$ cat config.mk
export PLATFORM = sky130hd
export DESIGN_NAME = weyl_stream_gen
export DESIGN_NICKNAME = d
export VERILOG_FILES = /design/src/rtl/weyl_stream_gen.sv
export SDC_FILE = /design/constraint.sdc
export NUM_CORES = 1
export LEC_CHECK = 0
export ABC_AREA = 1
export CAP_MARGIN = 20
export CORE_MARGIN = 8
export CORE_UTILIZATION = 60
export CTS_BUF_LIST = sky130_fd_sc_hd__clkbuf_4
export DETAILED_ROUTE_END_ITERATION = 8
export GPL_ROUTABILITY_DRIVEN = 0
export PLACE_DENSITY = 0.83
export RECOVER_POWER = 100
export SKIP_LAST_GASP = 1
export SLEW_MARGIN = 20
export SYNTH_ARGS = -nofsm -noshare
export SYNTH_HDL_FRONTEND = slang
export SYNTH_SLANG_ARGS = --single-unit
$ cat constraint.sdc
create_clock -name clk -period 3.5 [get_ports clk]
set_clock_uncertainty 0.15 [all_clocks]
set_input_delay 0.7 -clock clk [delete_from_list [all_inputs] [get_ports clk]]
set_output_delay 0.7 -clock clk [all_outputs]
set_load 0.005 [all_outputs]
$ cat src/rtl/weyl_stream_gen.sv
`default_nettype none
// =============================================================================
// Module   : weyl_stream_gen
// Purpose  : Multi-channel stochastic bitstream generator using a Weyl index
//            map; optional macro WEYL_DECORR_EN gives each channel its own offset.
// Revision : 1.0 - initial release
// =============================================================================
module weyl_stream_gen #(
    parameter int BITSTREAM = 64,
    parameter int BASE      = 61,
    parameter int STRIDE    = 17,
    parameter int LANES     = 8,
    parameter int CHANNELS  = 2,
    parameter int CH_SHIFT  = 23
) (
    input  logic                                         clk,
    input  logic                                         rst_n,
    input  logic                                         in_valid,
    output logic                                         in_ready,
    input  logic [CHANNELS*($clog2(BITSTREAM)+1)-1:0]    in_quota,
    input  logic                                         abort,
    output logic                                         out_valid,
    input  logic                                         out_ready,
    output logic [CHANNELS*LANES-1:0]                    out_data,
    output logic                                         out_last
);
    localparam int C_LW = $clog2(BITSTREAM);
    localparam int C_QW = C_LW + 1;
    localparam int C_NB = BITSTREAM / LANES;
    localparam int C_BW = $clog2(C_NB) + 1;
`ifdef WEYL_DECORR_EN
    localparam int C_NACC = CHANNELS;
`else
    localparam int C_NACC = 1;
`endif

    function automatic int f_inv();
        int r = 0;
        for (int x = 1; x < BITSTREAM; x++)
            if (r == 0 && ((STRIDE * x) % BITSTREAM) == 1) r = x;
        return r;
    endfunction

    localparam int C_INV = f_inv();

    // Start index of accumulator a: (-BASE*INV + a*CH_SHIFT) mod N
    function automatic int f_start(int a);
        int base_idx;
        base_idx = (BITSTREAM - (((BASE % BITSTREAM) * C_INV) % BITSTREAM)) % BITSTREAM;
        return (base_idx + a * CH_SHIFT) % BITSTREAM;
    endfunction

    localparam logic [C_LW-1:0] C_STEP = C_LW'((LANES * C_INV) % BITSTREAM);

    if (STRIDE % 2 == 0) begin : g_err_stride
        $error("weyl_stream_gen: STRIDE must be odd");
    end
    if (BITSTREAM < 2 || (BITSTREAM & (BITSTREAM - 1)) != 0) begin : g_err_len
        $error("weyl_stream_gen: BITSTREAM must be a power of two >= 2");
    end
    if (LANES < 1 || (LANES & (LANES - 1)) != 0 || LANES > BITSTREAM) begin : g_err_lanes
        $error("weyl_stream_gen: LANES must be a power of two dividing BITSTREAM");
    end

    typedef enum logic [0:0] {S_IDLE = 1'b0, S_RUN = 1'b1} state_t;

    state_t                    r_state;
    logic [C_BW-1:0]           r_beat;
    logic [C_LW-1:0]           w_base [C_NACC];
    logic [CHANNELS*LANES-1:0] w_beat;
    logic                      w_fire;
    logic                      w_fire_last;
    logic                      w_accept;
    logic                      w_restart;
    logic                      w_step;

    assign w_fire      = out_valid & out_ready;
    assign w_fire_last = w_fire & out_last;
    assign in_ready    = ((r_state == S_IDLE) | w_fire_last) & ~abort;
    assign w_accept    = in_valid & in_ready;
    assign w_restart   = abort | (w_fire_last & ~w_accept);
    assign w_step      = w_accept | (w_fire & ~out_last & ~abort);

    // Accumulators hold the index of the first bit of the next beat to build.
    for (genvar a = 0; a < C_NACC; a++) begin : g_acc
        localparam logic [C_LW-1:0] C_START = C_LW'(f_start(a));
        logic [C_LW-1:0] r_acc;

        assign w_base[a] = w_accept ? C_START : r_acc;

        always_ff @(posedge clk or negedge rst_n) begin
            if (!rst_n) begin
                r_acc <= C_START;
            end else if (w_restart) begin
                r_acc <= C_START;
            end else if (w_step) begin
                r_acc <= w_base[a] + C_STEP;
            end
        end
    end

    for (genvar c = 0; c < CHANNELS; c++) begin : g_ch
        localparam int C_A = (C_NACC == 1) ? 0 : c;
        logic [C_QW-1:0] w_raw;
        logic [C_QW-1:0] w_clamp;
        logic [C_QW-1:0] w_quota;
        logic [C_QW-1:0] r_quota;

        assign w_raw   = in_quota[c*C_QW +: C_QW];
        assign w_clamp = (w_raw > C_QW'(BITSTREAM)) ? C_QW'(BITSTREAM) : w_raw;
        assign w_quota = w_accept ? w_clamp : r_quota;

        always_ff @(posedge clk or negedge rst_n) begin
            if (!rst_n) begin
                r_quota <= '0;
            end else if (w_accept) begin
                r_quota <= w_clamp;
            end
        end

        for (genvar j = 0; j < LANES; j++) begin : g_lane
            localparam logic [C_LW-1:0] C_OFF = C_LW'((j * C_INV) % BITSTREAM);
            logic [C_LW-1:0] w_idx;

            assign w_idx                = w_base[C_A] + C_OFF;
            assign w_beat[c*LANES + j]  = ({1'b0, w_idx} < w_quota);
        end
    end

    always_ff @(posedge clk or negedge rst_n) begin
        if (!rst_n) begin
            r_state   <= S_IDLE;
            r_beat    <= '0;
            out_valid <= 1'b0;
            out_last  <= 1'b0;
            out_data  <= '0;
        end else if (abort) begin
            r_state   <= S_IDLE;
            r_beat    <= '0;
            out_valid <= 1'b0;
            out_last  <= 1'b0;
        end else if (w_accept) begin
            r_state   <= S_RUN;
            r_beat    <= C_BW'(1);
            out_valid <= 1'b1;
            out_last  <= (C_NB == 1);
            out_data  <= w_beat;
        end else if (w_fire) begin
            if (out_last) begin
                r_state   <= S_IDLE;
                r_beat    <= '0;
                out_valid <= 1'b0;
                out_last  <= 1'b0;
            end else begin
                r_beat    <= r_beat + C_BW'(1);
                out_last  <= (r_beat == C_BW'(C_NB - 1));
                out_data  <= w_beat;
            end
        end
    end
endmodule
`default_nettype wire

Word-level counts from Yosys, hierarchy flattened
Cells that the tools add are included.
- logic and storage cells: 78
- bits in registers: 42
- reductions and logical operators: 6
- eq/ne operators: 2
- muxes and demuxes: 22
- bitwise operators: 14
- magnitude comparators: 18
- add/subtract/negate cells: 9
- operator list (operator ; count):
    $lt 6x7->1 ; 16
    $mux 16 ; 3
    $mux 7 ; 4
    $add 6x6->6 const B ; 4
    $mux 6 ; 3
    $mux 4 ; 4
    $gt 7x7->1 const B ; 2
    $add 6x5->6 const B ; 2
    $mux 1 ; 8
    $and 1x1->1 ; 7
    $add 6x3->6 const B ; 1
    $add 6x4->6 const B ; 1
    $reduce_bool 3->1 ; 2
    $add 4x1->4 const B ; 1
    $eq 4x3->1 const B ; 1
    $not 1->1 ; 4
    $reduce_bool 2->1 ; 2
    $or 1x1->1 ; 3
    $reduce_and 3->1 ; 1
    $ne 2x1->1 const B ; 1
    $reduce_and 2->1 ; 1

Logic depth before layout (Yosys ltp)
- word-level depth: 11
- mapped depth: 19
- depth with buffers taken out: 19

Worst setup path after synthesis
No wires, ideal clock.
- path kind: input -> register
- start point: input port out_ready
- end point: register out_data[3]
- arrival: 2.738 ns
- required time: 3.284 ns
- cell stages on the path: 17
- path buffers: 2
- path slack: 0.547 ns
- path through: nand3_1 > nand2_1 > nand3_2 > buf_6 > buf_6 > inv_2 > nand2_1 > inv_1 > a22oi_1 > ha_1 > a21oi_1 > nor2_1 > nor2_1 > o21ai_0 > inv_1 > nand2_1 > nand2_1
- cells in the longest elaborated chain, start to end: 11
- ends and longest elaborated chain (what ; line ; text):
    start: declaration ; 23 ; input logic out_ready,
    $and 1x1->1 (*) ; 77 ; assign w_fire = out_valid & out_ready;
    $and 1x1->1 ; 78 ; assign w_fire_last = w_fire & out_last;
    $or 1x1->1 ; 79 ; assign in_ready = ((r_state == S_IDLE) | w_fire_last) & ~abort;
    $and 1x1->1 ; 79 ;
    $and 1x1->1 ; 80 ; assign w_accept = in_valid & in_ready;
    $mux 6 ; 89 ; assign w_base[a] = w_accept ? C_START : r_acc;
    $add 6x5->6 ; 125 ; assign w_idx = w_base[C_A] + C_OFF;
    $lt 6x7->1 ; 126 ; assign w_beat[c*LANES + j] = ({1'b0, w_idx} < w_quota);
    $mux 16 ; 149 ; if (out_last) begin
    $mux 16 ; 148 ; end else if (w_fire) begin
    $mux 16 ; 142 ; end else if (w_accept) begin
    end signal: assignment ; 147 ; out_data <= w_beat;
    end signal: assignment ; 157 ; out_data <= w_beat;
    end: declaration ; 24 ; output logic [CHANNELS*LANES-1:0] out_data,
Mark *: on every way between the ends. The rest lies on a longest branch, timed or not. The select of a mux whose other input is x is not followed.
A chain may end at the register's enable or synchronous reset.

Final worst setup path
- start point: input port out_ready
- end point: register out_data[13]
- cells in the longest elaborated chain, start to end: 11
- ends and longest elaborated chain (what ; line):
    $and 1x1->1 (*) ; 77
    $and 1x1->1 ; 78
    $or 1x1->1 ; 79
    $and 1x1->1 ; 79
    $and 1x1->1 ; 80
    $mux 6 ; 89
    $add 6x6->6 ; 125
    $lt 6x7->1 ; 126
    $mux 16 ; 149
    $mux 16 ; 148
    $mux 16 ; 142
Marks and branches as above.

==> impl_results.md <==
* Gates resized, CTS repair at 0
* Overflow after GRT at 0
* GRT busiest layer: met2
* CTS tree: built
* Height of the die at 99.2 um
* Hold_buf cts at 0
* Pre-antenna DRT Iters at 5
* Number of DRC markers in iteration 0 at approximately 260
* R2R depth at 16
* CP endpoint kind: flip-flop
* Post-synth EDFFs at 0
* Layout area overhead at 15.3%
* DR vias/cell at roughly 5.5
* Failing checks: capacitance limit, slew limit
* Post-synth top area cell: dfrtp_1
* Routed len/inst at 14.7 um
* Worst Tran Pin Value at 2260 ps
* Final Cycle Share at a little over 90%
* Final Instance Area at 4780 um2
* CP Class: primary input to flip-flop
* Most frequent cell after synthesis: nand2_1
* Yosys synthesis warning count at 0
* Post-CTS setup buffer count at 0
* Part of the power in registers at 33.8%
* Synth Flop Type: dfrtp_1
* Starting Density at 61.4%
* Clock network fraction of design power at 14.9%
* Die Wd at 99.2 um
* Fill cells at 553
* Port-buffer cells at 37
* Critical path peak fanout at 17
* Max-cap violations at 1
* Sw frac at 41.6%
* Core Area at between 6000 and 7000 um2
* Commonest cells post-synth: 158 x nand2_1, 96 x inv_1, 73 x ha_1, 62 x nor2_1, 41 x nand3_1
* Critical R2R Launch: out_last
* Pint at 1080 uW
* Worst setup margin at 265 ps
* Routed WL at 10900 um
* Grt met2 use at 38.7%
* Initial antenna violation count at 0
* Routing usage on met1 at 27.2%
* Unrepaired setup endpoints after global routing: false
* Mapped Area at ~4200 um2
* CTS Sinks at 42
* Clock buffer count from CTS at 5
* Final core occ at approximately 70%
* Max Fclk at 309 MHz
* First-pass GRT wire length at 18400 um
* Final Hold Viols at 0
* Pre-CTS WS at -9.45 ps
* DP Cell Count at 730
* Worst-Skew Late Latency at 380 ps
* NetSw at 772 uW
* Mean post-synth cell area at 6.98 um2
* Syn Inst Count at roughly 600
* Placed Area at 4770 um2
* Fin nets at 749
* Antenna-violating nets left at 0
* Vias at 4042
* CP startpoint: out_ready
* Top cell type's share of synthesized area at 23.5%
* Clk slew on worst S/H paths at 150 ps
* H-tree level count at 2
* CP Capture Point: out_data[13]
* Logic pwr share at 51.2%
* Antenna Cells at 0
* #FFs+latches synth at 42
* Row cnt at 30
* Final number of setup-violating endpoints at 0
* CP Launch Type: primary input
* Worst EP arrival at approximately 3400 ps
* Dpl hpwl at between 8000 and 9000 um
* Layout Cells excl Fill at between 700 and 800
* Crit path time final at between 3000 and 4000 ps
* GRT Util Overall at 22.9%
* Flop2flop setup slack at 660 ps
* GR Layer Usage met3 at 5.52%
* Num ports at 38
* Status: complete, but fails checks
* Synth area leaders: dfrtp_1 24%, ha_1 22%, nand2_1 14%
* Worst IR Drop VDD at 0.178 mV
* Async SR Flop Fraction at 100%
* Max-slew violation count at 43
* Die footprint at 9830 um2
* Leakage at 0.00275 uW
* Largest net degree at the start of global routing at 43
* Clock Tree Root: clkbuf_4
* Vias in the first global route at roughly 4100
* Clock Path Buffers at 2
* Worst hold path type: flip-flop to flip-flop
* Capturing point of the worst reg2reg path: out_data[9]
* Sequential share of the synthesized area at between 20 and 30%
* Drt drc at 0
* Fraction of layout cells with a size suffix above 1 at 8.05%
* Max-slew headroom at -50.5%
* Syn_nets at 687
* Worst Path Required at 3680 ps
* Distinct cells, synth at 30
* P per Cell Area at 388 nW/um2
==> worst min-delay path by stage <==
stage	slack (ps)	startpoint	depth (start not counted)	endpoint
after CTS	330	rst_n	1	out_data[4]
final	340	out_data[12]	2	out_data[12]
after detailed placement	310	g_ch[0].r_quota[3]	2	g_ch[0].r_quota[3]
after global routing	370	out_data[11]	2	out_data[11]
after floorplan	250	rst_n	0	g_acc[0].r_acc[2]
after global placement	310	out_data[12]	2	out_data[12]
==> cell usage in the layout, fill, tap and decap left out, types with 2 or more instances in the layout <==
cell type	instances
a21oi_1	32
a22oi_1	5
buf_12	2
buf_4	18
clkbuf_1	4
clkbuf_4	7
clkdlybuf4s50_1	17
dfrtp_1	39
dfstp_2	3
dlygate4sd3_1	19
ha_1	73
inv_1	99
inv_2	3
nand2_1	161
nand2_2	7
nand3_1	41
nand3_2	5
nand4_1	3
nor2_1	62
nor2_2	2
o21ai_0	25
o21ai_1	6
o22ai_2	2
xor2_1	12
==> worst max-delay path: stages <==
cell and delay, ps:
clkdlybuf4s50_1 510, nand3_1 110, nand2_1 130, nand3_2 190
clkbuf_1 330, o21ai_1 1060, o21ai_0 180, inv_1 100
nand2_1 60, nand2_1 50
==> stage by stage <==
stage / hold slack, ps / setup TNS, ps / total power (uW)
6_report: 338 / 0 / 1860
5_1_grt: 369 / 0 / 2020
4_1_cts: 333 / 0 / 1890
3_5_place_dp: 313 / -13.9 / 1620
3_3_place_gp: 311 / 0 / 1570
2_1_floorplan: 254 / 0 / 1240
==> cell type report <==
cell class | count | area (um2) | area share (%)
sequential | 42 | 1050 | 22.1
clock inverter | 2 | 13.8 | 0.288
inverter | 102 | 383 | 8.00
multi-input combinational | 444 | 2620 | 54.9
clock buffer | 6 | 45.0 | 0.942
tap | 80 | 100 | 2.09
timing repair buffer | 62 | 563 | 11.8
==> power groups by stage <==
stage,registers [uW],logic [uW],clock network [uW]
final,628,951,277
after floorplan,640,602,0
after global routing,640,1090,294
after global placement,639,928,0
after detailed placement,641,975,0
after CTS,632,981,278
==> layer usage <==
layer	share of wire, %	routed length (um)	vias up
li1	-	-	2033
met1	44	4810	1846
met2	47	5100	136
met3	6.6	723	27
met4	2.3	254	0
met5	0	0	-
==> registers in the layout (all words and copies together), names as in the netlist <==
signal	cells
g_acc.r_acc	6
g_ch.r_quota	14
out_data	16
out_last	1
r_beat	4
r_state	1
==> logic make-up after synthesis <==
kind of cell,after synthesis,synth area share [%]
simple gates,285,29.0
buf+inv,109,10.6
compound gates,74,10.4
fa+ha+maj,73,22.0
flops,42,25.4
xor+xnor,12,2.53
No activity file was read; power rests on OpenSTA's default activity.
